$ cat config.mk
export PLATFORM = sky130hd
export DESIGN_NAME = vend_dispense_ctrl_flat
export DESIGN_NICKNAME = d
export VERILOG_FILES = /design/src/rtl/vend_pkg.sv /design/src/rtl/vend_dispense_ctrl_if.sv /design/src/rtl/vend_pulse_timer.sv /design/src/rtl/vend_dispense_ctrl.sv /design/src/flat_wrapper.sv
export SDC_FILE = /design/constraint.sdc
export NUM_CORES = 1
export LEC_CHECK = 0
export ABC_AREA = 1
export BUFFER_PORTS_ARGS = -buffer_cell sky130_fd_sc_hd__buf_2
export CAP_MARGIN = 25
export CELL_PAD_IN_SITES_DETAIL_PLACEMENT = 0
export CELL_PAD_IN_SITES_GLOBAL_PLACEMENT = 1
export CORE_MARGIN = 2
export CORE_UTILIZATION = 43
export CTS_BUF_LIST = sky130_fd_sc_hd__clkbuf_16
export DETAILED_ROUTE_END_ITERATION = 7
export PLACE_DENSITY_LB_ADDON = 0.12
export SYNTH_ARGS = -nofsm -noshare
export SYNTH_HDL_FRONTEND = slang
export SYNTH_HIERARCHICAL = 1
export SYNTH_SLANG_ARGS = --single-unit
$ cat constraint.sdc
create_clock -name clk_i -period 8.4 [get_ports clk_i]
set_input_delay 0.84 -clock clk_i [delete_from_list [all_inputs] [get_ports clk_i]]
set_output_delay 0.84 -clock clk_i [all_outputs]
set_load 0.02 [all_outputs]
$ cat src/rtl/vend_pkg.sv
// Shared types and constants for the vending dispense sequencer.
package vend_pkg;

   typedef enum logic [2:0] {
      ST_IDLE       = 3'd0,
      ST_SODA_PULSE = 3'd1,
      ST_SODA_WAIT  = 3'd2,
      ST_COIN_PULSE = 3'd3,
      ST_COIN_WAIT  = 3'd4,
      ST_DONE       = 3'd5,
      ST_FAULT      = 3'd6
   } dispense_state_e;

   typedef enum logic [1:0] {
      FC_NONE    = 2'b00,
      FC_SODA_TO = 2'b01,
      FC_COIN_TO = 2'b10
   } fault_code_e;

   localparam int NICKEL_CENTS = 5;

   // Timer must hold the larger of the pulse width and the ack window, plus headroom to saturate.
   function automatic int timer_width(input int pulse_cycles, input int ack_timeout);
      return $clog2((pulse_cycles > ack_timeout) ? pulse_cycles : ack_timeout) + 1;
   endfunction

endpackage

$ cat src/rtl/vend_dispense_ctrl_if.sv
// Vend request, sensor feedback and actuator/status signals between the vending FSM, actuators and the sequencer.
interface vend_dispense_ctrl_if #(
   parameter int CHG_W = 3
);
   // Handshake: vend_valid_i is a 1-cycle strobe, accepted only when busy_o is low (busy_o acts as not-ready);
   // a strobe while busy_o is high is dropped, never queued.
   logic             vend_valid_i;
   logic             soda_i;
   logic [CHG_W-1:0] change_i;
   logic             soda_done_i;
   logic             nickel_done_i;
   logic             clear_fault_i;
   logic             busy_o;
   logic             soda_pulse_o;
   logic             nickel_pulse_o;
   logic [CHG_W-1:0] dispensed_o;
   logic             done_o;
   logic             fault_o;
   logic [1:0]       fault_code_o;

   modport master (
      output vend_valid_i, soda_i, change_i, soda_done_i, nickel_done_i, clear_fault_i,
      input  busy_o, soda_pulse_o, nickel_pulse_o, dispensed_o, done_o, fault_o, fault_code_o
   );

   modport slave (
      input  vend_valid_i, soda_i, change_i, soda_done_i, nickel_done_i, clear_fault_i,
      output busy_o, soda_pulse_o, nickel_pulse_o, dispensed_o, done_o, fault_o, fault_code_o
   );

endinterface

$ cat src/rtl/vend_pulse_timer.sv
// Saturating up-counter with synchronous clear and a terminal-count compare, reused for pulse and wait phases.
module vend_pulse_timer #(
   parameter int W = 9
) (
   input  logic         clk_i,
   input  logic         rst_i,
   input  logic         clear_i,
   input  logic         en_i,
   input  logic [W-1:0] tc_val_i,
   output logic         tc_o
);

   logic [W-1:0] count_q;
   logic [W-1:0] count_d;

   always_comb begin
      count_d = count_q;
      if (clear_i) begin
         count_d = '0;
      end else if (en_i && (count_q != {W{1'b1}})) begin
         count_d = count_q + W'(1);
      end
   end

   always_ff @(posedge clk_i) begin
      if (rst_i) begin
         count_q <= '0;
      end else begin
         count_q <= count_d;
      end
   end

   assign tc_o = (count_q == tc_val_i);

endmodule

$ cat src/rtl/vend_dispense_ctrl.sv
// Dispense sequencer: soda chute pulse first, then one nickel pulse per coin owed, with ack timeouts latched as faults.
module vend_dispense_ctrl
   import vend_pkg::*;
#(
   parameter int PULSE_CYCLES = 4,
   parameter int ACK_TIMEOUT  = 255,
   parameter int CHG_W        = 3,
   parameter int MAX_CHANGE   = 4
) (
   input  logic               clk_i,
   input  logic               rst_i,
   vend_dispense_ctrl_if.slave bus,
   output dispense_state_e    state_o
);

   localparam int               TW       = timer_width(PULSE_CYCLES, ACK_TIMEOUT);
   localparam logic [TW-1:0]    PULSE_TC = TW'(PULSE_CYCLES - 1);
   localparam logic [TW-1:0]    WAIT_TC  = TW'(ACK_TIMEOUT - 1);
   localparam logic [CHG_W-1:0] MAX_CHG  = CHG_W'(MAX_CHANGE);

   dispense_state_e  state_q, state_d;
   fault_code_e      fault_q, fault_d;
   logic [CHG_W-1:0] rem_q, rem_d;
   logic [CHG_W-1:0] disp_q, disp_d;
   logic             soda_sticky_q, soda_sticky_d;
   logic             nick_sticky_q, nick_sticky_d;

   logic [CHG_W-1:0] clamp_chg;
   logic [TW-1:0]    tc_val;
   logic             timer_tc;
   logic             timer_clear;
   logic             soda_ack;
   logic             nick_ack;

   vend_pulse_timer #(.W(TW)) u_timer (
      .clk_i    (clk_i),
      .rst_i    (rst_i),
      .clear_i  (timer_clear),
      .en_i     (1'b1),
      .tc_val_i (tc_val),
      .tc_o     (timer_tc)
   );

   always_comb begin
      state_d       = state_q;
      fault_d       = fault_q;
      rem_d         = rem_q;
      disp_d        = disp_q;
      clamp_chg     = (bus.change_i > MAX_CHG) ? MAX_CHG : bus.change_i;
      tc_val        = ((state_q == ST_SODA_WAIT) || (state_q == ST_COIN_WAIT)) ? WAIT_TC : PULSE_TC;
      // An ack arriving while the solenoid is still driven is remembered and honoured on the first wait cycle.
      soda_sticky_d = (state_q == ST_SODA_PULSE) ? (soda_sticky_q | bus.soda_done_i) : 1'b0;
      nick_sticky_d = (state_q == ST_COIN_PULSE) ? (nick_sticky_q | bus.nickel_done_i) : 1'b0;
      soda_ack      = bus.soda_done_i | soda_sticky_q;
      nick_ack      = bus.nickel_done_i | nick_sticky_q;

      unique case (state_q)
         ST_IDLE: begin
            if (bus.vend_valid_i) begin
               rem_d  = clamp_chg;
               disp_d = '0;
               if (bus.soda_i)              state_d = ST_SODA_PULSE;
               else if (clamp_chg != '0)    state_d = ST_COIN_PULSE;
               else                         state_d = ST_DONE;
            end
         end
         ST_SODA_PULSE: begin
            if (timer_tc) state_d = ST_SODA_WAIT;
         end
         ST_SODA_WAIT: begin
            if (soda_ack) begin
               state_d = (rem_q != '0) ? ST_COIN_PULSE : ST_DONE;
            end else if (timer_tc) begin
               state_d = ST_FAULT;
               fault_d = FC_SODA_TO;
            end
         end
         ST_COIN_PULSE: begin
            if (timer_tc) state_d = ST_COIN_WAIT;
         end
         ST_COIN_WAIT: begin
            if (nick_ack) begin
               disp_d  = disp_q + CHG_W'(1);
               rem_d   = rem_q - CHG_W'(1);
               state_d = (rem_q == CHG_W'(1)) ? ST_DONE : ST_COIN_PULSE;
            end else if (timer_tc) begin
               state_d = ST_FAULT;
               fault_d = FC_COIN_TO;
            end
         end
         ST_DONE: begin
            state_d = ST_IDLE;
         end
         ST_FAULT: begin
            if (bus.clear_fault_i) begin
               state_d = ST_IDLE;
               fault_d = FC_NONE;
               disp_d  = '0;
            end
         end
         default: begin
            state_d = ST_IDLE;
         end
      endcase

      timer_clear = (state_d != state_q);
   end

   always_ff @(posedge clk_i) begin
      if (rst_i) begin
         state_q       <= ST_IDLE;
         fault_q       <= FC_NONE;
         rem_q         <= '0;
         disp_q        <= '0;
         soda_sticky_q <= 1'b0;
         nick_sticky_q <= 1'b0;
      end else begin
         state_q       <= state_d;
         fault_q       <= fault_d;
         rem_q         <= rem_d;
         disp_q        <= disp_d;
         soda_sticky_q <= soda_sticky_d;
         nick_sticky_q <= nick_sticky_d;
      end
   end

   assign bus.busy_o         = (state_q != ST_IDLE);
   assign bus.soda_pulse_o   = (state_q == ST_SODA_PULSE);
   assign bus.nickel_pulse_o = (state_q == ST_COIN_PULSE);
   assign bus.dispensed_o    = disp_q;
   assign bus.done_o         = (state_q == ST_DONE);
   assign bus.fault_o        = (state_q == ST_FAULT);
   assign bus.fault_code_o   = fault_q;
   assign state_o            = state_q;

endmodule

$ cat src/flat_wrapper.sv
// flat-port wrapper written by rule: the top's interface ports become plain ports
module vend_dispense_ctrl_flat import vend_pkg::*;
#(
   parameter int PULSE_CYCLES = 4,
   parameter int ACK_TIMEOUT  = 255,
   parameter int CHG_W        = 3,
   parameter int MAX_CHANGE   = 4
)
  (clk_i, rst_i, state_o, bus_vend_valid_i, bus_soda_i, bus_change_i, bus_soda_done_i, bus_nickel_done_i, bus_clear_fault_i, bus_busy_o, bus_soda_pulse_o, bus_nickel_pulse_o, bus_dispensed_o, bus_done_o, bus_fault_o, bus_fault_code_o);
  vend_dispense_ctrl_if #(.CHG_W(CHG_W)) bus_i ();
  input  logic clk_i;
  input  logic rst_i;
  output dispense_state_e state_o;
  input wire logic [$bits(bus_i.vend_valid_i)-1:0] bus_vend_valid_i;
  input wire logic [$bits(bus_i.soda_i)-1:0] bus_soda_i;
  input wire logic [$bits(bus_i.change_i)-1:0] bus_change_i;
  input wire logic [$bits(bus_i.soda_done_i)-1:0] bus_soda_done_i;
  input wire logic [$bits(bus_i.nickel_done_i)-1:0] bus_nickel_done_i;
  input wire logic [$bits(bus_i.clear_fault_i)-1:0] bus_clear_fault_i;
  output wire logic [$bits(bus_i.busy_o)-1:0] bus_busy_o;
  output wire logic [$bits(bus_i.soda_pulse_o)-1:0] bus_soda_pulse_o;
  output wire logic [$bits(bus_i.nickel_pulse_o)-1:0] bus_nickel_pulse_o;
  output wire logic [$bits(bus_i.dispensed_o)-1:0] bus_dispensed_o;
  output wire logic [$bits(bus_i.done_o)-1:0] bus_done_o;
  output wire logic [$bits(bus_i.fault_o)-1:0] bus_fault_o;
  output wire logic [$bits(bus_i.fault_code_o)-1:0] bus_fault_code_o;
  assign bus_i.vend_valid_i = bus_vend_valid_i;
  assign bus_i.soda_i = bus_soda_i;
  assign bus_i.change_i = bus_change_i;
  assign bus_i.soda_done_i = bus_soda_done_i;
  assign bus_i.nickel_done_i = bus_nickel_done_i;
  assign bus_i.clear_fault_i = bus_clear_fault_i;
  assign bus_busy_o = bus_i.busy_o;
  assign bus_soda_pulse_o = bus_i.soda_pulse_o;
  assign bus_nickel_pulse_o = bus_i.nickel_pulse_o;
  assign bus_dispensed_o = bus_i.dispensed_o;
  assign bus_done_o = bus_i.done_o;
  assign bus_fault_o = bus_i.fault_o;
  assign bus_fault_code_o = bus_i.fault_code_o;
  vend_dispense_ctrl #(.PULSE_CYCLES(PULSE_CYCLES), .ACK_TIMEOUT(ACK_TIMEOUT), .CHG_W(CHG_W), .MAX_CHANGE(MAX_CHANGE)) u_core (.clk_i(clk_i), .rst_i(rst_i), .bus(bus_i), .state_o(state_o));
endmodule
==> out/summary.txt <==
Crit path required time -> 8.59 ns
Count of pins over their slew limit -> 0
Largest net degree at the start of global routing -> 13
Crit path top cell by count -> nand2_1
Critical path buffer and inverter count -> 6
Top post-synthesis cells by area -> dfxtp_1 (27%), nand2_1 (13%), nor2_1 (9.9%), inv_1 (9.2%), nand3_1 (4.9%)
Reg2reg end -> u_core/u_timer/count_q[2]
Placed Area -> 1800 sq um
Hold_buf cts -> 0
Relative slew slack -> 0.654
Most frequent cell after synthesis -> nand2_1
Initial antenna violation count -> 0
FF-to-FF setup slack -> 5.04 ns
Outcome -> finished, final reports clean
Slowest CP cell -> dfxtp_1
Final setup violating endpoints -> 0
Clock latency at the later pin of the worst-skew pair -> 0.26 ns
Critical R2R Launch -> u_core/state_o[0]
DRT iter0 DRCs -> 87
Power Density -> 171 nW/um^2
Worst-case hold slack -> 0.490 ns
Synth area leader -> dfxtp_1
Synth top area share -> 0.270
Worst hold path depth -> 2
RePlAce Congestion -> 0.851
RSZ-0062 raised after global routing -> no
Synth Register Bits -> 22
Die height -> 65.6 um
1st-pass router iterations -> 4
H-tree levels -> 1
CTS max path bufs -> 2
Max Fclk -> 0.298 GHz
Postcts setup bufs -> 0
CTS clk-pin slew, worst paths -> 0.06 ns
Cell family with the largest share of critical-path delay -> simple AND/OR/NAND/NOR gates
Leakage power -> 0.978 nW
Critical-path maximum fanout -> 10
Root buffer cell -> clkbuf_16
Final wirelength -> 3.73 mm
WL/cell -> 11.1 um
Syn-to-layout area delta -> 15.4%
Global-route usage over all layers -> 0.185
Post_cts resized -> 0
Detailed Place HPWL -> 2.96 mm
Starting Density -> 0.446
Vias in the first global route -> 1362
Ys Warns -> 6
Post-synth ARST share -> 0
Vias -> 1563
Setup TNS -> 0 ns
Worst-Margin Slew -> 0.518 ns
Max-cap violations -> 0
Kind of critical path -> flop to flop
Drc violations -> 0
CP arrival -> 3.55 ns
Crit path time final -> 3.36 ns
Syn avg cell area -> 6.25 sq um
Fin. Hold Viols -> 0
Vias per cell -> 4.64
Worst setup SP type -> flop
Synth cell count leaders -> nand2_1 (58), nor2_1 (43), inv_1 (40)
Crit. End Element -> flop
Mapped Area -> 1630 sq um
Core Area -> 3660 sq um
Final Cell Area -> 1880 sq um
Clk sink count -> 22
Final ANT Viol Nets -> 0
Buffers on Ports -> 22
Die Footprint -> 4300 sq um
Clock Skew -> 0.00235 ns
Cell row count -> 22
Hold Crit Endpoint -> u_core/bus.dispensed_o[0]
Share of cells above drive strength 1 -> 0.197
Yosys cell types -> 30
CTS tree -> yes
Period Utilization, post-route -> 0.400
First-pass GRT wire length -> 6.22 mm
Post-synth EDFFs -> 0
Number of CTS-inserted buffers -> 3
Register area share after synthesis -> 0.270
Grt total ovfl -> 0
Peak supply drop -> 0.000109 V
I/O Pins -> 23
CP peak stage delay -> 0.42 ns
Number of antenna diodes -> 0
Final nets -> 306
Hold Crit Class -> flop to flop
Die width -> 65.6 um
Syn Inst Count -> 261
Ys flop type -> dfxtp_1
Worst hold path startpoint -> u_core/bus.dispensed_o[0]
Reg2Reg Depth -> 25
## cells by family after synthesis
logic type,after synthesis,share of synthesized area
AO/OA/AOI/OAI,28,0.0913
XOR/XNOR,6,0.0322
adder cells (fa/ha/maj),6,0.0460
buffers and inverters,49,0.119
flip-flops,22,0.270
other,2,0.00460
AND/OR/NAND/NOR,148,0.437
## area by class of cell
| cell class | count | area [sq um] |
|---|---|---|
| tap | 48 | 60.1 |
| sequential | 22 | 440 |
| clock buffer | 3 | 75.1 |
| inverter | 47 | 181 |
| clock inverter | 1 | 3.75 |
| multi-input combinational | 194 | 1010 |
| fill | 386 | 1780 |
| timing repair buffer | 22 | 110 |
## power breakdown
group / switching [W] / internal [W]
clock network: 0.0000407 / 0.0000636
registers: 0.0000115 / 0.000112
logic: 0.0000617 / 0.0000329
## worst register-to-register path: cells and delay by family, from the launching register on
kind / cells / cell delay, ns
buf+inv: 6 / 0.77
simple gates: 19 / 2.11
flops: 1 / 0.42
## worst max-delay path by stage
stage,end,cells past startpoint,start,slack (ns)
after detailed placement,u_core/u_timer/count_q[2],25,u_core/state_o[0],5.10
final,u_core/u_timer/count_q[2],25,u_core/state_o[0],5.04
after global placement,u_core/u_timer/count_q[0],25,u_core/state_o[0],5.14
after CTS,u_core/u_timer/count_q[2],25,u_core/state_o[0],5.07
after floorplan,u_core/u_timer/count_q[1],25,u_core/state_o[1],5.54
after global routing,u_core/u_timer/count_q[0],23,u_core/state_o[0],4.70
## registers in the layout, summed over array words and instances, names as in the netlist
name / flops
u_core/nick_sticky_q: 1
u_core/soda_sticky_q: 1
u_core/bus.dispensed_o: 3
u_core/u_timer/count_q: 9
u_core/rem_q: 3
u_core/bus.fault_code_o: 2
u_core/state_o: 3
## metrics by stage
step           utilization  total power [W]  cells  setup slack, ns
2_1_floorplan            -         0.000196    265             5.54
3_3_place_gp         0.493         0.000221    333             5.14
3_5_place_dp         0.493         0.000220    333             5.10
4_1_cts              0.514         0.000324    337             5.07
5_1_grt              0.514         0.000343    337             4.70
6_report             0.514         0.000322    337             5.04
## cell usage in the layout, fill, tap and decap left out
cell type  Yosys  final
nor4_1         2      2
buf_2          1     22
nor2_2         6      6
nor3b_1        1      1
xor2_1         3      3
nand2_4        1      1
nand4_1        2      2
nor2_4         4      4
nor3_1         2      2
nand3_1       16     16
clkinv_1       0      1
clkbuf_16      0      3
nand3_2        3      3
inv_6          1      1
nor2_1        43     43
a21oi_1       12     12
inv_2          6      6
a22oi_1        1      1
o21ai_1        5      5
o21ai_0        7      7
inv_1         40     40
nand2_1       58     58
ha_1           6      6
xnor2_1        3      3
dfxtp_1       22     22
a21oi_2        1      1
nand3b_4       1      1
nor3_2         3      3
a31oi_1        2      2
conb_1         2      6
nand2_2        6      6
## routing by layer
metal | wire, um | track usage | vias up
met5 | 0 | 0 | -
met1 | 2120 | 0.294 | 667
li1 | - | - | 856
met2 | 1410 | 0.258 | 38
met4 | 21 | 0.0469 | 0
met3 | 173 | 0.0240 | 2
(Power assumes the default switching activity.)
